==> src/rtl/multicycle_control.sv <==
// Multi-cycle instruction sequencer: steps fetch/decode/execute/memory/write-back
// and drives the datapath strobes as a Moore function of the current state.
module multicycle_control (
    input  logic       clock,
    input  logic       reset,
    input  logic [3:0] opcode,
    input  logic       alu_zero,
    input  logic       mem_ready,
    output logic       mem_req,
    output logic       mem_we,
    output logic       ir_write,
    output logic       pc_write,
    output logic       pc_write_cond,
    output logic       pc_uncond_br,
    output logic       reg_write,
    output logic       wb_sel,
    output logic       alu_src,
    output logic [1:0] alu_op,
    output logic [3:0] state,
    output logic       illegal
);

    typedef enum logic [3:0] {
        FETCH    = 4'd0,
        DECODE   = 4'd1,
        EXEC_R   = 4'd2,
        EXEC_I   = 4'd3,
        MEM_ADDR = 4'd4,
        MEM_RD   = 4'd5,
        MEM_WR   = 4'd6,
        WB_MEM   = 4'd7,
        BRANCH   = 4'd8,
        ALU_WB   = 4'd9
    } state_t;

    localparam logic [3:0] OP_ANDI = 4'd5;
    localparam logic [3:0] OP_LD   = 4'd6;
    localparam logic [3:0] OP_CBZ  = 4'd8;
    localparam logic [3:0] OP_B    = 4'd9;

    state_t     state_q;
    state_t     state_d;
    logic [1:0] alu_op_q;
    logic       alu_src_q;

    // The branch condition is applied by the datapath when it gates pc_write_cond.
    logic unused_alu_zero;
    assign unused_alu_zero = alu_zero;

    assign state = state_q;

    always_ff @(posedge clock or posedge reset) begin
        if (reset) begin
            state_q <= FETCH;
        end else begin
            state_q <= state_d;
        end
    end

    // ALU controls captured in EXEC so ALU_WB can replay them without decoding again.
    always_ff @(posedge clock or posedge reset) begin
        if (reset) begin
            alu_op_q  <= 2'b00;
            alu_src_q <= 1'b0;
        end else if (state_q == EXEC_R || state_q == EXEC_I) begin
            alu_op_q  <= alu_op;
            alu_src_q <= alu_src;
        end
    end

    always_comb begin
        state_d = FETCH;
        case (state_q)
            FETCH:    state_d = mem_ready ? DECODE : FETCH;
            DECODE: begin
                if (opcode <= 4'd3)        state_d = EXEC_R;
                else if (opcode <= 4'd5)   state_d = EXEC_I;
                else if (opcode <= 4'd7)   state_d = MEM_ADDR;
                else if (opcode <= OP_B)   state_d = BRANCH;
                else                       state_d = FETCH;
            end
            EXEC_R:   state_d = ALU_WB;
            EXEC_I:   state_d = ALU_WB;
            MEM_ADDR: state_d = (opcode == OP_LD) ? MEM_RD : MEM_WR;
            MEM_RD:   state_d = mem_ready ? WB_MEM : MEM_RD;
            MEM_WR:   state_d = mem_ready ? FETCH : MEM_WR;
            WB_MEM:   state_d = FETCH;
            BRANCH:   state_d = FETCH;
            ALU_WB:   state_d = FETCH;
            default:  state_d = FETCH;
        endcase
    end

    always_comb begin
        mem_req       = 1'b0;
        mem_we        = 1'b0;
        ir_write      = 1'b0;
        pc_write      = 1'b0;
        pc_write_cond = 1'b0;
        pc_uncond_br  = 1'b0;
        reg_write     = 1'b0;
        wb_sel        = 1'b0;
        alu_src       = 1'b0;
        alu_op        = 2'b00;
        illegal       = 1'b0;
        // Reset masks outputs combinationally so mem_req drops before any clock edge.
        if (!reset) begin
            case (state_q)
                FETCH: begin
                    mem_req  = 1'b1;
                    ir_write = mem_ready;
                    pc_write = mem_ready;
                end
                DECODE:   illegal = (opcode >= 4'd10);
                EXEC_R:   alu_op  = opcode[1:0];
                EXEC_I: begin
                    alu_src = 1'b1;
                    alu_op  = (opcode == OP_ANDI) ? 2'b10 : 2'b00;
                end
                ALU_WB: begin
                    reg_write = 1'b1;
                    alu_src   = alu_src_q;
                    alu_op    = alu_op_q;
                end
                MEM_ADDR: alu_src = 1'b1;
                MEM_RD:   mem_req = 1'b1;
                MEM_WR: begin
                    mem_req = 1'b1;
                    mem_we  = 1'b1;
                end
                WB_MEM: begin
                    reg_write = 1'b1;
                    wb_sel    = 1'b1;
                end
                BRANCH: begin
                    if (opcode == OP_CBZ) begin
                        pc_write_cond = 1'b1;
                        alu_op        = 2'b01;
                    end else begin
                        pc_uncond_br  = 1'b1;
                    end
                end
                default: ;
            endcase
        end
    end

endmodule

==> config.mk <==
export PLATFORM = sky130hd
export DESIGN_NAME = multicycle_control
export DESIGN_NICKNAME = d
export VERILOG_FILES = /design/src/rtl/multicycle_control.sv
export SDC_FILE = /design/constraint.sdc
export NUM_CORES = 1
export LEC_CHECK = 0
export CAP_MARGIN = 40
export CORE_MARGIN = 8
export CORE_UTILIZATION = 35
export CTS_CLUSTER_SIZE = 28
export DETAILED_ROUTE_END_ITERATION = 10
export PLACE_DENSITY_LB_ADDON = 0.2
export REMOVE_ABC_BUFFERS = 1
export SKIP_LAST_GASP = 1
export SLEW_MARGIN = 20
export SYNTH_ARGS = -nofsm -noshare
export SYNTH_HDL_FRONTEND = slang
export SYNTH_SLANG_ARGS = --single-unit
==> constraint.sdc <==
create_clock -name clock -period 1.5 [get_ports clock]
set_clock_uncertainty 0.1 [all_clocks]
set_input_delay 0.225 -clock clock [delete_from_list [all_inputs] [get_ports clock]]
set_output_delay 0.225 -clock clock [all_outputs]
set_load 0.02 [all_outputs]
==> run summary, run 1 <==
OUTCOME
--------------------------------------------------------------------------------------------------------
Result of the run                                                                           finished, violations left
Violated checks                                                                             negative setup slack

DETAILED ROUTING
--------------------------------------------------------------------------------------------------------
DRT antenna net count                                                                                  0
Total number of vias                                                                                 804
Routed WL                                                                                        2260 um
DR DRC count                                                                                           0
WL per Instance                                                                                  14.6 um
Vias per std cell                                                                                   5.22
Number of detailed-route iterations in the first pass                                                  4
Starting DRT DRC Count                                                                                16

GLOBAL ROUTE
--------------------------------------------------------------------------------------------------------
Antenna violations before repair                                                                       0
Largest net degree at the start of global routing                                                     10
First-pass GRT wire length                                                                       3790 um
Total track usage                                                                                  13.0%
Number of global-route vias before repair                                                            814
Overflow left after global routing                                                                     0

CTS
--------------------------------------------------------------------------------------------------------
Worst skew pair latency                                                                          0.24 ns
Root Buffer Master                                                                              clkbuf_4
Number of buffers inserted during clock tree synthesis                                                 3
Number of clock sinks seen by CTS                                                                      7
Worst-case clock buffer depth                                                                          2
Maximum level of the CTS H-tree                                                                        1
CTS tree                                                                                           built
Post-CTS clock slew at the launch and capture registers of the worst setup and hold paths        0.05 ns

FLOORPLAN
--------------------------------------------------------------------------------------------------------
Effective utilization at floorplan                                                                 36.9%
Y dimension of the die                                                                           61.2 um
Floorplan Core Area                                                                         0.00194 mm^2
Horizontal die dimension                                                                         61.2 um
Floorplan die area                                                                          0.00375 mm^2
Number of placement rows                                                                              16
# IOs                                                                                                 24

SYNTHESIS
--------------------------------------------------------------------------------------------------------
Count of flip-flops with a built-in enable after synthesis                                             0
Library cells used by synthesis                                                                       39
Portion of synthesized cell area occupied by the leading cell type                                 24.5%
Dominant cell by count in the synthesized netlist                                                dfrtp_1
Post-synthesis register bit count                                                                      7
Synthesized instance count                                                                            79
Commonest cells in the netlist                                                              7 x dfrtp_1, 6 x nand2_1, 5 x o21ai_1
Part of the Yosys area used for sequential elements                                                24.5%
Prevailing post-synth register cell                                                              dfrtp_1
Avg Synthesized Cell Area                                                                      9.06 um^2
Most area-hungry cell type in the Yosys netlist                                                  dfrtp_1
Cell area after technology mapping                                                              716 um^2
Synthesis warning total                                                                                0
Share of flip-flops with an asynchronous set or reset after synthesis                               100%
Dominant cells by area after synthesis                                                      dfrtp_1 24%, buf_6 6.3%, nor3b_2 5.2%

CRITICAL PATH
--------------------------------------------------------------------------------------------------------
Kind of end point of the critical path                                                        output pin
Arr. time, crit path                                                                             1.48 ns
Start-to-end type of the worst setup path                                                        reg2out
Maximum fanout count along the critical path                                                           7
Max stage delay cell, worst path                                                                 dfrtp_2
Worst path cell trace                                                                       buf_12 > buf_6 > nand2b_4 > o22ai_2 > and2_4 > buf_6
Nature of the critical path startpoint                                                              flop
Required time at the endpoint of the critical path                                               1.17 ns
Crit-path max cell delay                                                                         0.42 ns
Worst path most repeated cell                                                                      buf_6

STA
--------------------------------------------------------------------------------------------------------
Post-route worst setup slack                                                                   -0.308 ns
RSZ-0062 raised after global routing                                                                true
Final-report hold violation count                                                                      0
Relative slew margins                                                                              81.0%
Max Slew Vio Count                                                                                     0
Final TNS setup                                                                                 -2.48 ns
Post-route clock period utilization                                                                 121%
Min Tclk post-route                                                                              1.81 ns
Slew at the pin with the worst max-slew slack                                                   0.284 ns
Number of setup violations in the final report                                                        13
Achievable clock frequency                                                                       553 MHz

PLACE
--------------------------------------------------------------------------------------------------------
Half-perimeter wire length after placement                                                       1660 um
Final weighted congestion in routability-driven placement                                          0.839
Setup slack at placement                                                                       -0.778 ns
Number of input and output port buffers inserted                                                      22
Number of placed cells counting well taps                                                            143

JOB
--------------------------------------------------------------------------------------------------------
Max-cap violation count                                                                                0

POWER AND IR DROP
--------------------------------------------------------------------------------------------------------
Leakage dissipation                                                                             0.575 nW
Areal power density over the cells                                                          1600 mW/mm^2
Worst supply voltage drop on vdd                                                               0.00106 V

FINISH
--------------------------------------------------------------------------------------------------------
Filler-free cell count of the finished design                                                        154
Fraction of layout cells with a size suffix above 1                                                55.9%
Diodes inserted                                                                                        0
Post-Route Utilization                                                                             63.7%
Fin nets                                                                                             136
Layout overhead on the synthesized area                                                            72.7%

HOLD PATH
--------------------------------------------------------------------------------------------------------
HP Class                                                                                        in2async

metal layers:
layer	track usage, %	up-vias	part of all wire (%)
li1	-	388	-
met3	1.67	4	3.6
met2	22.4	29	51
met4	3.65	0	1.6
met1	16.3	383	44
met5	0	-	0
registers in the layout (all words and copies together), names as in the netlist:
signal     count
alu_src_q      1
state          4
alu_op_q       2
stage by stage:
stage | cell area (um^2) | hold WS [ns] | total power, W
floorplan | 641 | -0.0663 | 0.000913
global placement | 1080 | 0.369 | 0.00152
detailed placement | 1080 | 0.383 | 0.00153
CTS | 1200 | 0.127 | 0.00192
global route | 1240 | 0.135 | 0.00210
finish | 1240 | 0.128 | 0.00197
cell type report:
| type | count | area, um^2 |
|---|---|---|
| Clock buffer | 4 | 26.3 |
| Fill cell | 163 | 706 |
| Inverter | 2 | 10.0 |
| Multi-Input combinational cell | 62 | 524 |
| Sequential cell | 7 | 180 |
| Tap cell | 27 | 33.8 |
| Timing Repair Buffer | 52 | 462 |
worst max-delay path, delay by kind of cell, from the launching register on:
kind | cells | cell delay (ns)
and+or+nand+nor | 2 | 0.29
DFF | 1 | 0.42
AOI/OAI and AO/OA | 1 | 0.16
buffers and inverters | 3 | 0.38
cells in the final DEF (no fill, tap or decap), drive strengths merged, types with 2 or more instances in the layout:
master,n
nand4b,2
dlygate4sd2,5
dfrtp,7
clkbuf,5
nor2b,3
buf,43
a21oi,3
nor4b,2
nor3b,5
o21ai,6
and3,2
inv,2
nand2b,2
and3b,2
a31oi,2
nor3,3
nor2,4
nand2,6
nand3,2
worst paths after layout:
| kind | start | to | slack (ns) | depth (start not counted) |
|---|---|---|---|---|
| setup / recovery | state[2] | reg_write | -0.31 | 6 |
| hold / removal | reset | alu_op_q[1] | 0.13 | 3 |
| setup reg to reg | state[1] | state[1] | 0.05 | 6 |
| hold reg to reg | alu_op_q[1] | alu_op_q[1] | 0.39 | 1 |
| max in group asynchronous | reset | state[0] | 1.04 | 3 |
| min in group clock | alu_op_q[1] | alu_op_q[1] | 0.39 | 1 |
repair_timing:
action	4_1_cts	5_1_grt
endpoints found under the hold margin	0	0
gates cloned	0	0
pin swaps	10	7
endpoints found under the setup margin	16	17
setup buffers	7	2
hold buffers	0	0
gates resized for setup	97	10
power by group:
group	internal [W]	total, W	switching [W]	leakage (nW)
clock network	0.000101	0.000161	0.0000604	0.0150
registers	0.000265	0.000358	0.0000937	0.0873
logic	0.000787	0.00145	0.000665	0.473
total	0.00115	0.00197	0.000819	0.575
cell families after synthesis:
kind of cell | count (synthesis) | share of synthesized area (%)
muxes | 2 | 3.50
and+or+nand+nor | 40 | 41.4
xor gates and xnor gates | 1 | 1.22
AOI/OAI and AO/OA | 19 | 17.8
DFF | 7 | 24.5
buffers and inverters | 10 | 11.5
No activity file was read; power rests on OpenSTA's default activity.
==> run 2, diff against run 1 <==
- CTS_CLUSTER_DIAMETER: not set -> 200
- GPL_ROUTABILITY_DRIVEN: not set -> 0
==> results of run 2 <==
Final layout, timing and power as in run 1 (identical DEF).
